File: src/rtl/key_entry_pkg.sv
// Shared codes, ASCII constants, state type and length-limit helper for key entry.
package key_entry_pkg;

    // Input styles, as sampled on start
    localparam logic [3:0] STYLE_SINGLE_KEY      = 4'd1;
    localparam logic [3:0] STYLE_ACC_NUMBER      = 4'd2;
    localparam logic [3:0] STYLE_PIN_NUMBER      = 4'd3;
    localparam logic [3:0] STYLE_MENU_SELECTION  = 4'd4;
    localparam logic [3:0] STYLE_CURRENCY_TYPE   = 4'd5;
    localparam logic [3:0] STYLE_CURRENCY_AMOUNT = 4'd6;

    // Status codes reported with status_valid
    localparam logic [3:0] STATUS_EXIT           = 4'd7;
    localparam logic [3:0] STATUS_INPUT_COMPLETE = 4'd8;

    localparam logic [7:0] ASCII_ENTER = 8'h0D;
    localparam logic [7:0] ASCII_BKSP  = 8'h08;
    localparam logic [7:0] ASCII_ESC   = 8'h1B;
    localparam logic [7:0] ASCII_ZERO  = 8'h30;
    localparam logic [7:0] ASCII_NINE  = 8'h39;

    typedef enum logic [1:0] {StIdle, StCollect, StDone, StAbort} entry_state_e;

    // Maximum number of digits a style may hold
    function automatic logic [3:0] max_len(input logic [3:0]  style,
                                           input int unsigned acc_len,
                                           input int unsigned pin_len,
                                           input int unsigned max_digits);
        case (style)
            STYLE_ACC_NUMBER:      max_len = 4'(acc_len);
            STYLE_PIN_NUMBER:      max_len = 4'(pin_len);
            STYLE_CURRENCY_AMOUNT: max_len = 4'(max_digits);
            default:               max_len = 4'd1;
        endcase
    endfunction

endpackage

File: src/rtl/key_entry_if.sv
// Key-entry bus: requester (ATM FSM / keyboard path) is master, controller is slave.
interface key_entry_if #(
    parameter int unsigned MAX_DIGITS = 8
);
    logic                    start;
    logic [3:0]              input_style;
    logic                    key_valid;
    logic [7:0]              key_ascii;
    logic                    busy;
    logic [4*MAX_DIGITS-1:0] entry_value;
    logic [3:0]              digit_count;
    logic [MAX_DIGITS-1:0]   disp_mask;
    logic                    disp_hide;
    logic                    status_valid;
    logic [3:0]              status_code;
    logic                    entry_err;

    modport master (
        output start, input_style, key_valid, key_ascii,
        input  busy, entry_value, digit_count, disp_mask, disp_hide,
               status_valid, status_code, entry_err
    );

    modport slave (
        input  start, input_style, key_valid, key_ascii,
        output busy, entry_value, digit_count, disp_mask, disp_hide,
               status_valid, status_code, entry_err
    );
endinterface

File: src/rtl/bcd_shift_buf.sv
// BCD digit buffer: push shifts a new digit into nibble 0, pop drops nibble 0.
module bcd_shift_buf #(
    parameter int unsigned MAX_DIGITS = 8
) (
    input  logic                    clk,
    input  logic                    rst_n,
    input  logic                    clear_i,
    input  logic                    push_i,
    input  logic                    pop_i,
    input  logic [3:0]              digit_i,
    output logic [4*MAX_DIGITS-1:0] value_o,
    output logic [3:0]              count_o
);
    logic [4*MAX_DIGITS-1:0] value_q, value_d;
    logic [3:0]              count_q, count_d;

    // Next buffer contents; clear beats push beats pop, pop on empty is a no-op
    always_comb begin
        value_d = value_q;
        count_d = count_q;
        if (clear_i) begin
            value_d = '0;
            count_d = 4'd0;
        end else if (push_i) begin
            value_d = {value_q[4*MAX_DIGITS-5:0], digit_i};
            count_d = count_q + 4'd1;
        end else if (pop_i && (count_q != 4'd0)) begin
            value_d = value_q >> 4;
            count_d = count_q - 4'd1;
        end
    end

    // Buffer registers
    always_ff @(posedge clk or negedge rst_n) begin
        if (!rst_n) begin
            value_q <= '0;
            count_q <= 4'd0;
        end else begin
            value_q <= value_d;
            count_q <= count_d;
        end
    end

    assign value_o = value_q;
    assign count_o = count_q;
endmodule

File: src/rtl/key_entry_ctrl.sv
// Multi-key numeric entry sequencer between the key decode path and the ATM FSM.
module key_entry_ctrl
    import key_entry_pkg::*;
#(
    parameter int unsigned MAX_DIGITS     = 8,
    parameter int unsigned ACC_LEN        = 6,
    parameter int unsigned PIN_LEN        = 4,
    parameter int unsigned TIMEOUT_CYCLES = 1000000000
) (
    input  logic         clk,
    input  logic         rst_n,
    key_entry_if.slave   kbd_io
);
    localparam int unsigned   CntW    = (TIMEOUT_CYCLES > 1) ? $clog2(TIMEOUT_CYCLES) : 1;
    localparam logic [CntW-1:0] CntLast = CntW'(TIMEOUT_CYCLES - 1);

    entry_state_e    state_q, state_d;
    logic [3:0]      style_q, style_d;
    logic [CntW-1:0] cnt_q, cnt_d;
    logic [3:0]      code_q, code_d;
    logic            err_q, err_d;
    logic            buf_clear, buf_push, buf_pop;
    logic [3:0]      count;

    logic       style_legal, is_digit, digit_ok, auto_style, enter_ok;
    logic [3:0] limit;

    bcd_shift_buf #(
        .MAX_DIGITS(MAX_DIGITS)
    ) u_buf (
        .clk     (clk),
        .rst_n   (rst_n),
        .clear_i (buf_clear),
        .push_i  (buf_push),
        .pop_i   (buf_pop),
        .digit_i (kbd_io.key_ascii[3:0]),
        .value_o (kbd_io.entry_value),
        .count_o (count)
    );

    // Key and style classification against the latched style
    always_comb begin
        style_legal = (kbd_io.input_style != 4'd0) &&
                      (kbd_io.input_style <= STYLE_CURRENCY_AMOUNT);
        is_digit    = (kbd_io.key_ascii >= ASCII_ZERO) && (kbd_io.key_ascii <= ASCII_NINE);
        limit       = max_len(style_q, ACC_LEN, PIN_LEN, MAX_DIGITS);
        auto_style  = (style_q == STYLE_SINGLE_KEY) || (style_q == STYLE_MENU_SELECTION) ||
                      (style_q == STYLE_CURRENCY_TYPE);
        case (style_q)
            STYLE_MENU_SELECTION: digit_ok = (kbd_io.key_ascii[3:0] >= 4'd1) &&
                                             (kbd_io.key_ascii[3:0] <= 4'd4);
            STYLE_CURRENCY_TYPE:  digit_ok = (kbd_io.key_ascii[3:0] >= 4'd1) &&
                                             (kbd_io.key_ascii[3:0] <= 4'd3);
            default:              digit_ok = 1'b1;
        endcase
        case (style_q)
            STYLE_ACC_NUMBER:      enter_ok = (count == 4'(ACC_LEN));
            STYLE_PIN_NUMBER:      enter_ok = (count == 4'(PIN_LEN));
            STYLE_CURRENCY_AMOUNT: enter_ok = (count != 4'd0);
            default:               enter_ok = 1'b0;
        endcase
    end

    // State register plus datapath registers
    always_ff @(posedge clk or negedge rst_n) begin
        if (!rst_n) begin
            state_q <= StIdle;
            style_q <= 4'd0;
            cnt_q   <= '0;
            code_q  <= 4'd0;
            err_q   <= 1'b0;
        end else begin
            state_q <= state_d;
            style_q <= style_d;
            cnt_q   <= cnt_d;
            code_q  <= code_d;
            err_q   <= err_d;
        end
    end

    // Next state; start always wins over a key in the same cycle
    always_comb begin
        state_d   = state_q;
        style_d   = style_q;
        cnt_d     = cnt_q;
        code_d    = code_q;
        err_d     = 1'b0;
        buf_clear = 1'b0;
        buf_push  = 1'b0;
        buf_pop   = 1'b0;
        if (kbd_io.start) begin
            if (style_legal) begin
                style_d   = kbd_io.input_style;
                buf_clear = 1'b1;
                cnt_d     = '0;
                state_d   = StCollect;
            end else begin
                err_d = 1'b1;
                if (state_q != StCollect) state_d = StIdle;
            end
        end else begin
            unique case (state_q)
                StCollect: begin
                    if (kbd_io.key_valid) begin
                        cnt_d = '0;
                        if (is_digit) begin
                            if ((count < limit) && digit_ok) begin
                                buf_push = 1'b1;
                                if (auto_style) begin
                                    state_d = StDone;
                                    code_d  = STATUS_INPUT_COMPLETE;
                                end
                            end else begin
                                err_d = 1'b1;
                            end
                        end else if (kbd_io.key_ascii == ASCII_ENTER) begin
                            if (enter_ok) begin
                                state_d = StDone;
                                code_d  = STATUS_INPUT_COMPLETE;
                            end else begin
                                err_d = 1'b1;
                            end
                        end else if (kbd_io.key_ascii == ASCII_BKSP) begin
                            buf_pop = 1'b1;
                        end else if (kbd_io.key_ascii == ASCII_ESC) begin
                            state_d   = StAbort;
                            code_d    = STATUS_EXIT;
                            buf_clear = 1'b1;
                        end
                    end else if (cnt_q == CntLast) begin
                        state_d   = StAbort;
                        code_d    = STATUS_EXIT;
                        buf_clear = 1'b1;
                    end else begin
                        cnt_d = cnt_q + CntW'(1);
                    end
                end
                StDone, StAbort: state_d = StIdle;
                default: ;
            endcase
        end
    end

    // Outputs decoded from state and registered datapath
    always_comb begin
        kbd_io.busy         = (state_q == StCollect);
        kbd_io.status_valid = (state_q == StDone) || (state_q == StAbort);
        kbd_io.status_code  = code_q;
        kbd_io.entry_err    = err_q;
        kbd_io.disp_hide    = (style_q == STYLE_PIN_NUMBER);
        kbd_io.digit_count  = count;
        for (int unsigned i = 0; i < MAX_DIGITS; i++) begin
            kbd_io.disp_mask[i] = (count > 4'(i));
        end
    end
endmodule

File: src/flat_wrapper.sv
// flat-port wrapper written by rule: the top's interface ports become plain ports
module key_entry_ctrl_flat import key_entry_pkg::*;
#(
    parameter int unsigned MAX_DIGITS     = 8,
    parameter int unsigned ACC_LEN        = 6,
    parameter int unsigned PIN_LEN        = 4,
    parameter int unsigned TIMEOUT_CYCLES = 1000000000
)
  (clk, rst_n, kbd_io_start, kbd_io_input_style, kbd_io_key_valid, kbd_io_key_ascii, kbd_io_busy, kbd_io_entry_value, kbd_io_digit_count, kbd_io_disp_mask, kbd_io_disp_hide, kbd_io_status_valid, kbd_io_status_code, kbd_io_entry_err);
  key_entry_if #(.MAX_DIGITS(MAX_DIGITS)) kbd_io_i ();
  input  logic clk;
  input  logic rst_n;
  input wire logic [$bits(kbd_io_i.start)-1:0] kbd_io_start;
  input wire logic [$bits(kbd_io_i.input_style)-1:0] kbd_io_input_style;
  input wire logic [$bits(kbd_io_i.key_valid)-1:0] kbd_io_key_valid;
  input wire logic [$bits(kbd_io_i.key_ascii)-1:0] kbd_io_key_ascii;
  output wire logic [$bits(kbd_io_i.busy)-1:0] kbd_io_busy;
  output wire logic [$bits(kbd_io_i.entry_value)-1:0] kbd_io_entry_value;
  output wire logic [$bits(kbd_io_i.digit_count)-1:0] kbd_io_digit_count;
  output wire logic [$bits(kbd_io_i.disp_mask)-1:0] kbd_io_disp_mask;
  output wire logic [$bits(kbd_io_i.disp_hide)-1:0] kbd_io_disp_hide;
  output wire logic [$bits(kbd_io_i.status_valid)-1:0] kbd_io_status_valid;
  output wire logic [$bits(kbd_io_i.status_code)-1:0] kbd_io_status_code;
  output wire logic [$bits(kbd_io_i.entry_err)-1:0] kbd_io_entry_err;
  assign kbd_io_i.start = kbd_io_start;
  assign kbd_io_i.input_style = kbd_io_input_style;
  assign kbd_io_i.key_valid = kbd_io_key_valid;
  assign kbd_io_i.key_ascii = kbd_io_key_ascii;
  assign kbd_io_busy = kbd_io_i.busy;
  assign kbd_io_entry_value = kbd_io_i.entry_value;
  assign kbd_io_digit_count = kbd_io_i.digit_count;
  assign kbd_io_disp_mask = kbd_io_i.disp_mask;
  assign kbd_io_disp_hide = kbd_io_i.disp_hide;
  assign kbd_io_status_valid = kbd_io_i.status_valid;
  assign kbd_io_status_code = kbd_io_i.status_code;
  assign kbd_io_entry_err = kbd_io_i.entry_err;
  key_entry_ctrl #(.MAX_DIGITS(MAX_DIGITS), .ACC_LEN(ACC_LEN), .PIN_LEN(PIN_LEN), .TIMEOUT_CYCLES(TIMEOUT_CYCLES)) u_core (.clk(clk), .rst_n(rst_n), .kbd_io(kbd_io_i));
endmodule
File: config.mk
export PLATFORM = sky130hd
export DESIGN_NAME = key_entry_ctrl_flat
export DESIGN_NICKNAME = d
export VERILOG_FILES = /design/src/rtl/key_entry_pkg.sv /design/src/rtl/key_entry_if.sv /design/src/rtl/bcd_shift_buf.sv /design/src/rtl/key_entry_ctrl.sv /design/src/flat_wrapper.sv
export SDC_FILE = /design/constraint.sdc
export NUM_CORES = 1
export LEC_CHECK = 0
export CAP_MARGIN = 25
export CELL_PAD_IN_SITES_DETAIL_PLACEMENT = 1
export CELL_PAD_IN_SITES_GLOBAL_PLACEMENT = 1
export CORE_MARGIN = 3
export CORE_UTILIZATION = 45
export DETAILED_ROUTE_END_ITERATION = 6
export GPL_TIMING_DRIVEN = 0
export PLACE_DENSITY = 0.91
export SLEW_MARGIN = 20
export SYNTH_ARGS = -nofsm -noshare
export SYNTH_HDL_FRONTEND = slang
export SYNTH_HIERARCHICAL = 1
export SYNTH_SLANG_ARGS = --single-unit
File: constraint.sdc
create_clock -name clk -period 11.7 [get_ports clk]
set_clock_uncertainty 0.1 [all_clocks]
set_input_delay 1.17 -clock clk [delete_from_list [all_inputs] [get_ports clk]]
set_output_delay 1.17 -clock clk [all_outputs]
set_load 0.01 [all_outputs]
-- Word-level counts from Yosys, hierarchy flattened
Cells that the tools add are included.
Widths: inputs -> output; s select.
- equality and inequality tests: 30
- add/subtract/negate cells: 3
- mux-type cells: 64
- bitwise operators: 1
- order comparisons: 15
- reductions and logical operators: 20
- operator list (operator ; number):
    $mux 30 ; 5
    $mux 32 ; 3
    $mux 4 ; 12
    $add 30x1->30 const B ; 1
    $eq 30x30->1 const B ; 1
    $mux 1 ; 28
    $mux 2 ; 12
    $eq 4x3->1 const B ; 5
    $eq 8x4->1 const B ; 2
    $gt 4x3->1 const B ; 4
    $reduce_and 8->1 ; 2
    $ne 6x4->1 const B ; 2
    $pmux 4 s3 ; 1
    $ne 5x5->1 const B ; 2
    $ne 3x3->1 const B ; 3
    $eq 4x2->1 const B ; 2
    $eq 8x5->1 const B ; 1
    $ge 8x6->1 const B ; 1
    $gt 4x1->1 const B ; 2
    $gt 4x2->1 const B ; 2
    $le 4x3->1 const B ; 2
    $le 8x6->1 const B ; 1
    $ne 4x2->1 const B ; 2
    $reduce_bool 4->1 ; 2
    24 further kinds ; 35
- word-level logic and storage cells: 140
- register bits after elaboration: 77
- output and inout port bits: 52
- bits of input ports: 16

-- Logic depth before layout (Yosys ltp)
- depth after elaboration: 11
- gate-level depth with buffers: 15
- gate-level depth less buffers: 14

-- Cells and area by module
The synthesis kept the hierarchy.
- modules (own cells, without submodules) (module ; times used ; area an instance (µm²) ; seq. area each (µm²) ; cells an instance):
    key_entry_ctrl ; 1 ; 2551.2 ; 975.9 ; 293
    bcd_shift_buf ; 1 ; 1809.2 ; 900.9 ; 169

-- Least setup slack after synthesis
Ideal clock, no wire load.
- path kind: input to register
- start: input port kbd_io_key_ascii[2]
- end: register u_core.u_buf.count_q[3] (netlist: u_core/u_buf/count_o[3])
- path buffers: 2
- path slack: 7.285 ns
- arrival: 4.190 ns
- stages: 13
- data required time: 11.475 ns
- library setup time: 0.125 ns
- path through: clkbuf_2 nand2b_1 or4_1 a41oi_1 nand2_1 nor3_1 inv_2 clkbuf_1 ha_1 a21oi_1 a21oi_1 a31oi_1 mux2_2
- word-level cells in the longest chain between the ends: 11
- elaborated cells on any way between the ends: 35
- classes of those cells: 5 x order compare; 3 x eq/ne; 21 x mux; 6 x reduce/logical
- RTL lines (item ; line ; source):
    start: declaration ; flat_wrapper.sv:16 ; input wire logic [$bits(kbd_io_i.key_ascii)-1:0] kbd_io_key_ascii;
    $ge 4x1->1, or another cell as far along ; key_entry_ctrl.sv:50, key_entry_ctrl.sv:52 ;
    $logic_and 1x1->1 (on tied branches) ; key_entry_ctrl.sv:52, key_entry_ctrl.sv:50 ;
    $pmux 1 s2 ; key_entry_ctrl.sv:49 ; case (style_q)
    $logic_and 1x1->1 ; key_entry_ctrl.sv:107 ; if ((count < limit) && digit_ok) begin
    $mux 1 ; key_entry_ctrl.sv:107 ;
    $mux 1 (*) ; key_entry_ctrl.sv:106 ; if (is_digit) begin
    $mux 1 (*) ; key_entry_ctrl.sv:104 ; if (kbd_io.key_valid) begin
    $mux 1 (*) ; key_entry_ctrl.sv:102 ; unique case (state_q)
    $mux 1 (*) ; key_entry_ctrl.sv:91 ; if (kbd_io.start) begin
    via u_core.buf_push ; key_entry_ctrl.sv:22 ; logic buf_clear, buf_push, buf_pop;
    $mux 4 ; bcd_shift_buf.sv:24 ; end else if (push_i) begin
    $mux 4 ; bcd_shift_buf.sv:21 ; if (clear_i) begin
    end signal: assignment ; bcd_shift_buf.sv:40 ; count_q <= count_d;
    end: declaration ; bcd_shift_buf.sv:15 ; logic [3:0] count_q, count_d;
The timed path passes the listed nets; every way through them passes the cells marked *.
A chain may end at the register's enable or synchronous reset.

-- Final worst setup path
Same ends and word-level chain as after synthesis.

==> metrics.txt <==
# IOs 68; share of the yosys chip area belonging to registers 43.0%; cts-stage hold buffer count 0; main combinational cell family by area after synthesis simple AND/OR/NAND/NOR gates; n_diodes 0; Die Y-Extent 104 microns; post-route ant nets 0; clk sinks 75; uppermost layer routed met4; crit-path max FO 11; Max Cap Viol 0; Worst EP arrival 5220 ps; Synth Area in Compound Gates 12.7%; post-CTS setup repair buffer count 0; critical-path cell with the highest stage delay clkdlybuf4s50_1; Post-Syn Instances 462; syn_area_per_cell 9.44 sq um; fillers 1098; Least-Margin Pin Slew 883 ps; most frequent cells in the layout 75 x dfrtp_1, 69 x nor2_1, 64 x clkdlybuf4s50_1; global-route usage over all layers 25.8%; Simple-Gate Fraction of Synth Area 24.3%; Post-Route Setup TNS 0 ps; Iter 0 DRT Violations 184; mux cell area share after synthesis 7.80%; Fin. Hold Viols 0; fmax 197 MHz; PwrDens 108 nW/um^2; Cell variety after synth 58; area delta synth->final 24.4%; Synth Area in XOR/XNOR 5.42%; WL met2 7.22 mm; Synth async-reset ratio 100%; largest net degree at the start of global routing 59; Site Rows 35; #FFs+latches synth 75; post-CTS resize count 0; DRT met1 WL 5.52 mm; Min-Delay Path Class flip-flop to flip-flop; clock buffer depth 2; Port Buffers 65; Slew HR 40.3%; met3 wire length 566 microns; Yosys warning count 6; Period minus WS final 5080 ps; via count 3991; Critical Path Source Type input pin; Core ar. 9330 sq um; Peak VDD IR 0.0689 mV; routed vias/inst 5.92; layout cell share with drive strength beyond 1 8.81%; GRT overflow 0; vias in the first global route 4287; critical path's most frequent cell a21oi_1; commonest non-fill, non-tap cell in the layout dfrtp_1; GP Congestion 0.864; CP Class input pin to flip-flop; first-pass GRT wire length 22.7 mm; CTS clk-pin slew, worst paths 80 ps; max-slew violation count 0; clock latency at the later pin of the worst-skew pair 360 ps; RSZ-0062 raised after global routing no; Multi-input gate area 2280 sq um; drt total wl 13.5 mm; CTS Buf Count 9; Initial Util 46.7%; Die Area 10900 sq um; mapped cell area 4360 sq um; status finished clean; Setup crit end kind flip-flop; storage element area 1880 sq um; htree depth 3; CP peak stage delay 550 ps; NumNets Final 563; Tcrit/Tclk final 43.4%; adder-cell share of the synthesized area 2.18%; Required @ worst endpoint 11840 ps; antenna violations before repair 0; Die W 104 microns; dominant synthesized flop cell dfrtp_1; Final setup viols 0; Root Buffer Master clkbuf_8; DRC viols 0; Post-Syn Nets 485; Initial DRT Pass Iterations 6; worst-path cell chain clkdlybuf4s50_1, clkbuf_2, nand2b_1, or4_1, a41oi_1, nand2_1, nor3_1, buf_2, inv_2, clkbuf_1, ha_1, a21oi_1, a21oi_1, a31oi_1, mux2_2; number of synthesized flops with an enable pin 0; DR WL/cell 20.1 microns; post-DP HPWL 9.53 mm; Final Total Pwr 0.585 mW; Pleak 2.38 nW; TritonCTS clock tree built
[through the flow]
stage                     cells  hold slack [ps]  cell area [sq um]  setup WS (ps)  util (%)
final                       674              438               5430           6620      58.2
after global routing        674              480               5430           6360      58.2
after floorplan             462              393               4360           7290         -
after CTS                   674              441               5430           6630      58.2
after detailed placement    658              429               5200           6270      55.8
after global placement      656              416               5170           5980      55.5
[logic make-up after synthesis]
kind of cell | after synthesis
muxes | 33
adders and majority gates | 7
xor gates and xnor gates | 27
AOI/OAI and AO/OA | 76
and+or+nand+nor | 205
buffers and inverters | 39
DFF | 75
[area by class of cell]
class	count	area share (%)
inverters	12	0.830
clock buffers	9	2.28
multi-input cells	348	42.1
clock inverters	7	1.82
plain buffers	27	2.86
flip-flops and latches	75	34.6
repair buffers	67	12.5
well taps	129	2.98
[power by group]
part	leakage, nW	internal [mW]	switching (mW)
clock network	0.110	0.122	0.108
registers	1.04	0.267	0.00973
logic	1.24	0.0356	0.0437
total	2.38	0.424	0.161
[worst max-delay path: cells and delay by family]
kind	cells	cell delay [ps]
adders and majority gates	1	420
buffers and inverters	5	1470
and+or+nand+nor	4	1010
AOI/OAI and AO/OA	4	810
muxes	1	350
[cell usage after synthesis (4+ instances only)]
cell | number | area share (%)
xnor2_1 | 25 | 5.0
ha_1 | 6 | 1.7
or4_1 | 5 | 0.86
a211oi_1 | 30 | 5.2
o21ai_0 | 10 | 1.1
nor3_1 | 20 | 2.3
nor4_1 | 10 | 1.4
nand2_1 | 29 | 2.5
nor4b_1 | 5 | 1.0
or3_1 | 7 | 1.0
nor3b_1 | 4 | 0.69
inv_1 | 11 | 0.95
nand4_1 | 8 | 1.1
nor2_1 | 69 | 5.9
nand3_1 | 18 | 2.1
nand2b_1 | 5 | 0.72
buf_6 | 5 | 1.3
dfrtp_1 | 75 | 43
mux2_2 | 4 | 1.0
mux2i_1 | 28 | 6.4
nor2b_1 | 6 | 0.86
clkbuf_1 | 14 | 1.2
a21oi_1 | 16 | 1.8
[worst paths after layout]
| check | to | cells after the start | slack (ps) | startpoint |
|---|---|---|---|---|
| min in group asynchronous | u_core/u_buf/value_o[24]$_DFFE_PN0P_ | 1 | 570 | rst_n |
| worst max-delay path | u_core/u_buf/count_o[3]$_DFFE_PN0P_ | 15 | 6620 | kbd_io_key_ascii[2] |
| worst min register to register | u_core/kbd_io.status_code[3]$_DFFE_PN0P_ | 2 | 440 | u_core/kbd_io.status_code[3]$_DFFE_PN0P_ |
| max in group asynchronous | u_core/cnt_q[1]$_DFFE_PN0P_ | 2 | 10350 | rst_n |
| worst max register to register | u_core/u_buf/count_o[3]$_DFFE_PN0P_ | 15 | 7290 | u_core/style_q[3]$_DFFE_PN0P_ |
| worst min-delay path | u_core/kbd_io.status_code[3]$_DFFE_PN0P_ | 2 | 440 | u_core/kbd_io.status_code[3]$_DFFE_PN0P_ |
[registers in the layout, indices dropped and copies added (netlist names)]
signal                     flops
u_core/u_buf/value_o          32
u_core/cnt_q                  30
u_core/style_q                 4
u_core/u_buf/count_o           4
u_core/kbd_io.status_code      2
u_core/state_q                 2
u_core/kbd_io.entry_err        1
[metal layers]
layer	GRT usage [%]	vias up
li1	-	1819
met1	31.3	2034
met2	46.1	116
met3	4.59	22
met4	8.26	0
met5	0	-
Power figures use the tool's default switching activity.
